`src/rtl/dff_mem_master.sv`:
```
// dff_mem_master: request/stream front end for the dff_mem byte RAM.
// Converts valid/ready burst requests into one-cycle RAM strobes:
// mem_rin (read, active-high) and mem_rout_n (write, active-low).
//
// Handshake rule for req, wd and rd: a beat moves on a rising edge where
// valid && ready are both high; the initiator holds valid and its payload
// stable until that edge, and inputs are ignored while ready is low.
module dff_mem_master #(
    parameter int ADDR_W    = 4,
    parameter int DATA_W    = 8,
    parameter int RAM_BYTES = 16,
    parameter int READ_LAT  = 1
) (
    input  logic              clk,
    input  logic              rst_n,
    input  logic              req_valid,
    output logic              req_ready,
    input  logic              req_write,
    input  logic [ADDR_W-1:0] req_addr,
    input  logic [3:0]        req_len,
    input  logic              wd_valid,
    output logic              wd_ready,
    input  logic [DATA_W-1:0] wd_data,
    output logic              rd_valid,
    input  logic              rd_ready,
    output logic [DATA_W-1:0] rd_data,
    output logic              err,
    output logic [ADDR_W-1:0] mem_addr,
    output logic [DATA_W-1:0] mem_wdata,
    input  logic [DATA_W-1:0] mem_rdata,
    output logic              mem_rin,
    output logic              mem_rout_n,
    output logic [2:0]        dbg_state
);

    localparam logic [2:0] S_IDLE    = 3'd0;
    localparam logic [2:0] S_WR_DATA = 3'd1;
    localparam logic [2:0] S_WR_STB  = 3'd2;
    localparam logic [2:0] S_RD_STB  = 3'd3;
    localparam logic [2:0] S_RD_WAIT = 3'd4;
    localparam logic [2:0] S_RD_HOLD = 3'd5;

    localparam int                WAIT_W    = (READ_LAT > 1) ? $clog2(READ_LAT) : 1;
    localparam logic [WAIT_W-1:0] WAIT_INIT = WAIT_W'(READ_LAT - 1);
    localparam logic [ADDR_W-1:0] LAST_ADDR = ADDR_W'(RAM_BYTES - 1);
    localparam logic [ADDR_W:0]   DEPTH     = (ADDR_W + 1)'(RAM_BYTES);

    logic [2:0]        state_q, state_d;
    logic              req_ready_q, req_ready_d;
    logic              wd_ready_q, wd_ready_d;
    logic              rd_valid_q, rd_valid_d;
    logic [DATA_W-1:0] rd_data_q, rd_data_d;
    logic              err_q, err_d;
    logic [ADDR_W-1:0] mem_addr_q, mem_addr_d;
    logic [DATA_W-1:0] mem_wdata_q, mem_wdata_d;
    logic              mem_rin_q, mem_rin_d;
    logic              mem_rout_n_q, mem_rout_n_d;
    logic [ADDR_W-1:0] cur_addr_q, cur_addr_d;
    logic [3:0]        beats_q, beats_d;
    logic [WAIT_W-1:0] wait_q, wait_d;

    logic              req_legal;
    logic [ADDR_W-1:0] next_addr;

    // Start address legality and wrap at the RAM depth, not at 2**ADDR_W.
    always_comb begin
        req_legal = ({1'b0, req_addr} < DEPTH);
        next_addr = (cur_addr_q == LAST_ADDR) ? '0 : cur_addr_q + ADDR_W'(1);
    end

    // Burst FSM: strobes are set on entry to the *_STB states so each is one cycle wide.
    always_comb begin
        state_d      = state_q;
        req_ready_d  = req_ready_q;
        wd_ready_d   = wd_ready_q;
        rd_valid_d   = rd_valid_q;
        rd_data_d    = rd_data_q;
        err_d        = 1'b0;
        mem_addr_d   = mem_addr_q;
        mem_wdata_d  = mem_wdata_q;
        mem_rin_d    = 1'b0;
        mem_rout_n_d = 1'b1;
        cur_addr_d   = cur_addr_q;
        beats_d      = beats_q;
        wait_d       = wait_q;
        case (state_q)
            S_IDLE: begin
                req_ready_d = 1'b1;
                if (req_valid && req_ready_q) begin
                    if (req_legal) begin
                        req_ready_d = 1'b0;
                        cur_addr_d  = req_addr;
                        beats_d     = req_len;
                        if (req_write) begin
                            wd_ready_d = 1'b1;
                            state_d    = S_WR_DATA;
                        end else begin
                            mem_addr_d = req_addr;
                            mem_rin_d  = 1'b1;
                            state_d    = S_RD_STB;
                        end
                    end else begin
                        err_d = 1'b1;
                    end
                end
            end
            S_WR_DATA: begin
                if (wd_valid && wd_ready_q) begin
                    mem_wdata_d  = wd_data;
                    mem_addr_d   = cur_addr_q;
                    wd_ready_d   = 1'b0;
                    mem_rout_n_d = 1'b0;
                    state_d      = S_WR_STB;
                end
            end
            S_WR_STB: begin
                cur_addr_d = next_addr;
                if (beats_q != 4'd0) begin
                    beats_d    = beats_q - 4'd1;
                    wd_ready_d = 1'b1;
                    state_d    = S_WR_DATA;
                end else begin
                    req_ready_d = 1'b1;
                    state_d     = S_IDLE;
                end
            end
            S_RD_STB: begin
                cur_addr_d = next_addr;
                wait_d     = WAIT_INIT;
                state_d    = S_RD_WAIT;
            end
            S_RD_WAIT: begin
                if (wait_q == '0) begin
                    rd_data_d  = mem_rdata;
                    rd_valid_d = 1'b1;
                    state_d    = S_RD_HOLD;
                end else begin
                    wait_d = wait_q - WAIT_W'(1);
                end
            end
            S_RD_HOLD: begin
                if (rd_ready && rd_valid_q) begin
                    rd_valid_d = 1'b0;
                    if (beats_q != 4'd0) begin
                        beats_d    = beats_q - 4'd1;
                        mem_addr_d = cur_addr_q;
                        mem_rin_d  = 1'b1;
                        state_d    = S_RD_STB;
                    end else begin
                        req_ready_d = 1'b1;
                        state_d     = S_IDLE;
                    end
                end
            end
            default: begin
                state_d = S_IDLE;
            end
        endcase
    end

    // State and output registers; reset drops every strobe immediately.
    always_ff @(posedge clk or negedge rst_n) begin
        if (!rst_n) begin
            state_q      <= S_IDLE;
            req_ready_q  <= 1'b0;
            wd_ready_q   <= 1'b0;
            rd_valid_q   <= 1'b0;
            rd_data_q    <= '0;
            err_q        <= 1'b0;
            mem_addr_q   <= '0;
            mem_wdata_q  <= '0;
            mem_rin_q    <= 1'b0;
            mem_rout_n_q <= 1'b1;
            cur_addr_q   <= '0;
            beats_q      <= '0;
            wait_q       <= '0;
        end else begin
            state_q      <= state_d;
            req_ready_q  <= req_ready_d;
            wd_ready_q   <= wd_ready_d;
            rd_valid_q   <= rd_valid_d;
            rd_data_q    <= rd_data_d;
            err_q        <= err_d;
            mem_addr_q   <= mem_addr_d;
            mem_wdata_q  <= mem_wdata_d;
            mem_rin_q    <= mem_rin_d;
            mem_rout_n_q <= mem_rout_n_d;
            cur_addr_q   <= cur_addr_d;
            beats_q      <= beats_d;
            wait_q       <= wait_d;
        end
    end

    assign req_ready  = req_ready_q;
    assign wd_ready   = wd_ready_q;
    assign rd_valid   = rd_valid_q;
    assign rd_data    = rd_data_q;
    assign err        = err_q;
    assign mem_addr   = mem_addr_q;
    assign mem_wdata  = mem_wdata_q;
    assign mem_rin    = mem_rin_q;
    assign mem_rout_n = mem_rout_n_q;
    assign dbg_state  = state_q;

endmodule
```
`config.mk`:
```
export PLATFORM = sky130hd
export DESIGN_NAME = dff_mem_master
export DESIGN_NICKNAME = d
export VERILOG_FILES = /design/src/rtl/dff_mem_master.sv
export SDC_FILE = /design/constraint.sdc
export NUM_CORES = 1
export LEC_CHECK = 0
export ABC_AREA = 1
export CAP_MARGIN = 20
export CORE_UTILIZATION = 40
export DETAILED_ROUTE_END_ITERATION = 10
export GPL_TIMING_DRIVEN = 0
export PLACE_DENSITY = 0.76
export SYNTH_ARGS = -nofsm -noshare
export SYNTH_HDL_FRONTEND = slang
export SYNTH_SLANG_ARGS = --single-unit
```
`constraint.sdc`:
```
create_clock -name clk -period 1.3 [get_ports clk]
set_input_delay 0.26 -clock clk [delete_from_list [all_inputs] [get_ports clk]]
set_output_delay 0.26 -clock clk [all_outputs]
set_load 0.02 [all_outputs]
```
==> flow_summary.ini <==
[global_route]
grt_usage_pct = 20.1
grt_overflow = 0
grt_pass1_vias = 1761
grt_pass1_wl_um = 7760
antenna_found_initial = 0
grt_max_degree = 37

[placed_design]
dp_hpwl_um = 3010
gp_congestion = 0.861
numPortBuffers = 57
placed_area_sq_um = 2490

[final_layout]
fillers = 358
fin_nets = 335
register_area_sq_um = 906
diodes = 0
fin_area_sq_um = 2860
multiInputGateArea_sq_um = 1020
drive_above_1_share_pct = 28.3
fin_util_pct = 65.3
area_growth_pct = 55.1

[synth]
synth.distinct_cells = 26
yosysTopAreaCell = dfrtp_1
postSynth.asyncResetShare_pct = 100
seq_area_frac_synth_pct = 48.8
ys_ff_latch = 36
synth_flop_cell = dfrtp_1
synth_edf_count = 0
syn-cell-area_sq_um = 1850
synth_common_cells = nand2_1 (85), dfrtp_1 (35), nand3_1 (28), inv_1 (14), o21ai_0 (10)
synth.most_common_cell = nand2_1
synth_area_leaders = dfrtp_1 (47%), nand2_1 (17%), nand3_1 (7.6%), mux2_2 (4.9%), nand2_2 (3.0%)
synth_top_area_share_pct = 47.4
syn_inst = 224
syn_nets = 256
syn_area_per_cell_sq_um = 8.24
yosysWarnings = 0

[timing]
fin_ws_ns = -0.0462
relSlewSlack_pct = 46.9
slew_viol_final = 0
finalSetupViolCount = 7
skew_ns = 0.00522
period_needed_ns = 1.35
rsz0062_at_grt = yes
tightest_slew_ns = 0.797
finalCritPeriodShare_pct = 104
hold_violations = 0
max_freq_ghz = 0.743

[routing]
routedWlPerCell_um = 13.3
vias_per_cell = 5.03
drtAntennaViolNets = 0
drcViolationCount = 0
drtPass1Iterations = 4
drtIter0Drc = 82
num_vias = 1789
wl_um = 4720

[cts]
clock_latency_ns = 0.29
ctsLongestPathBuffers = 2
clk_pin_slew_ns = 0.08
cts_sinks = 36
htreeDepth = 2
cts_tree = done
holdBufCountCts = 0
cts_root_buf = clkbuf_8
cts_made_buffers = 5

[power]
power.leakage_nw = 1.43
p_per_area_nw_per_um2 = 2620
peakVddDrop_mv = 1.22
finalPower_mw = 7.50

[setup_path]
crit_fanout = 8
end_kind = register
cp-start-kind = register
crit_type = register to register
worstPathRequired_ns = 1.49
arrival_ns = 1.53

[die]
dieArea_sq_um = 4890
initial_utilization_pct = 42.1
die_x_um = 69.9
rows = 24
ios = 59
fp.dieH_um = 69.9
core_sq_um = 4380

[worst_hold_path]
hp-class = input pin to asynchronous set/reset pin

[status]
outcome = finished with violations
failed_checks = setup timing

[flow_run]
cap_viol_max_count = 0
==> sequential cells by signal, indices dropped and copies added, names as in the netlist <==
register,count
mem_wdata,8
rd_data,8
beats_q,4
cur_addr_q,4
mem_addr,4
dbg_state,3
mem_rin,1
mem_rout_n,1
rd_valid,1
req_ready,1
wd_ready,1
==> worst max-delay path: stages (launching register included) <==
cell,delay [ns]
dfrtp_2,0.49
nor2_4,0.18
nand2_2,0.13
o21ai_4,0.23
or2_0,0.15
nand2_1,0.05
==> layer usage <==
metal,up-vias,share of wire (%),track usage [%],routed length (um)
li1,878,-,-,-
met1,829,42,24.0,1980
met2,71,49,32.9,2330
met3,11,6.4,7.65,301
met4,0,2.2,7.11,106
met5,-,0,0,0
==> where the power goes <==
part,leakage (nW),switching (mW),internal (mW)
Sequential,0.436,0.384,1.67
Combinational,0.944,2.64,1.81
Clock,0.0541,0.438,0.568
==> logic make-up (layout without fill, tap and decap cells) <==
group	count (synthesis)	count (layout)	synth area share (%)
xor gates and xnor gates	2	2	0.949
adders and majority gates	2	2	1.35
other	1	1	0.203
and+or+nand+nor	140	140	35.0
DFF	36	36	48.8
muxes	8	8	4.88
AOI/OAI and AO/OA	14	14	4.34
buffers and inverters	21	101	4.47
==> cell type report <==
| type | instances | area share [%] |
|---|---|---|
| buffer | 1 | 0.262 |
| clock buffer | 5 | 2.40 |
| clock inverter | 3 | 1.49 |
| inverter | 20 | 3.19 |
| multi-input combinational | 167 | 35.8 |
| sequential | 36 | 31.6 |
| tap | 52 | 2.27 |
| timing repair buffer | 72 | 23.0 |
==> worst paths after layout <==
check / from / end / slack [ns] / depth (start not counted)
max: dbg_state[1] / cur_addr_q[3] / -0.05 / 5
min: rst_n / rd_data[3] / 0.05 / 1
max reg2reg: dbg_state[1] / cur_addr_q[3] / -0.05 / 5
min reg2reg: mem_wdata[2] / mem_wdata[2] / 0.48 / 2
max in group asynchronous: rst_n / dbg_state[0] / 0.70 / 1
min in group clk: mem_wdata[2] / mem_wdata[2] / 0.48 / 2
==> per-stage QoR <==
| step | hold slack [ns] | instances | setup slack (ns) | setup TNS (ns) |
|---|---|---|---|---|
| 2_1_floorplan | -0.0356 | 224 | 0.00488 | 0 |
| 5_1_grt | 0.127 | 356 | -0.123 | -1.53 |
| 3_5_place_dp | 0.401 | 333 | -0.260 | -4.15 |
| 6_report | 0.0451 | 356 | -0.0462 | -0.0923 |
| 4_1_cts | 0.0845 | 352 | -0.0434 | -0.176 |
| 3_3_place_gp | 0.453 | 333 | -0.978 | -34.72 |
==> repair_timing <==
action | in CTS | in global routing
buffers inserted | 11 | 4
gates resized for setup | 53 | 41
pin swaps | 3 | 12
setup endpoints to repair | 50 | 39
gates cloned | 0 | 0
==> placed cells by master (no fill, tap or decap), drive strengths merged <==
cell type       n
a21boi          1
or2             1
clkbuf          5
dlygate4sd2    20
nand3b          1
ha              2
clkdlybuf4s50  28
o21ai          11
xor2            1
dfrtp          35
bufinv          1
nand3          33
nand2          95
nor2           10
conb            1
xnor2           1
buf            21
dfstp           1
o211ai          1
clkinv          1
clkinvlp        2
clkdlybuf4s15   4
o22ai           1
inv            19
mux2            8
Note: power is estimated with default switching activity, not from simulation.
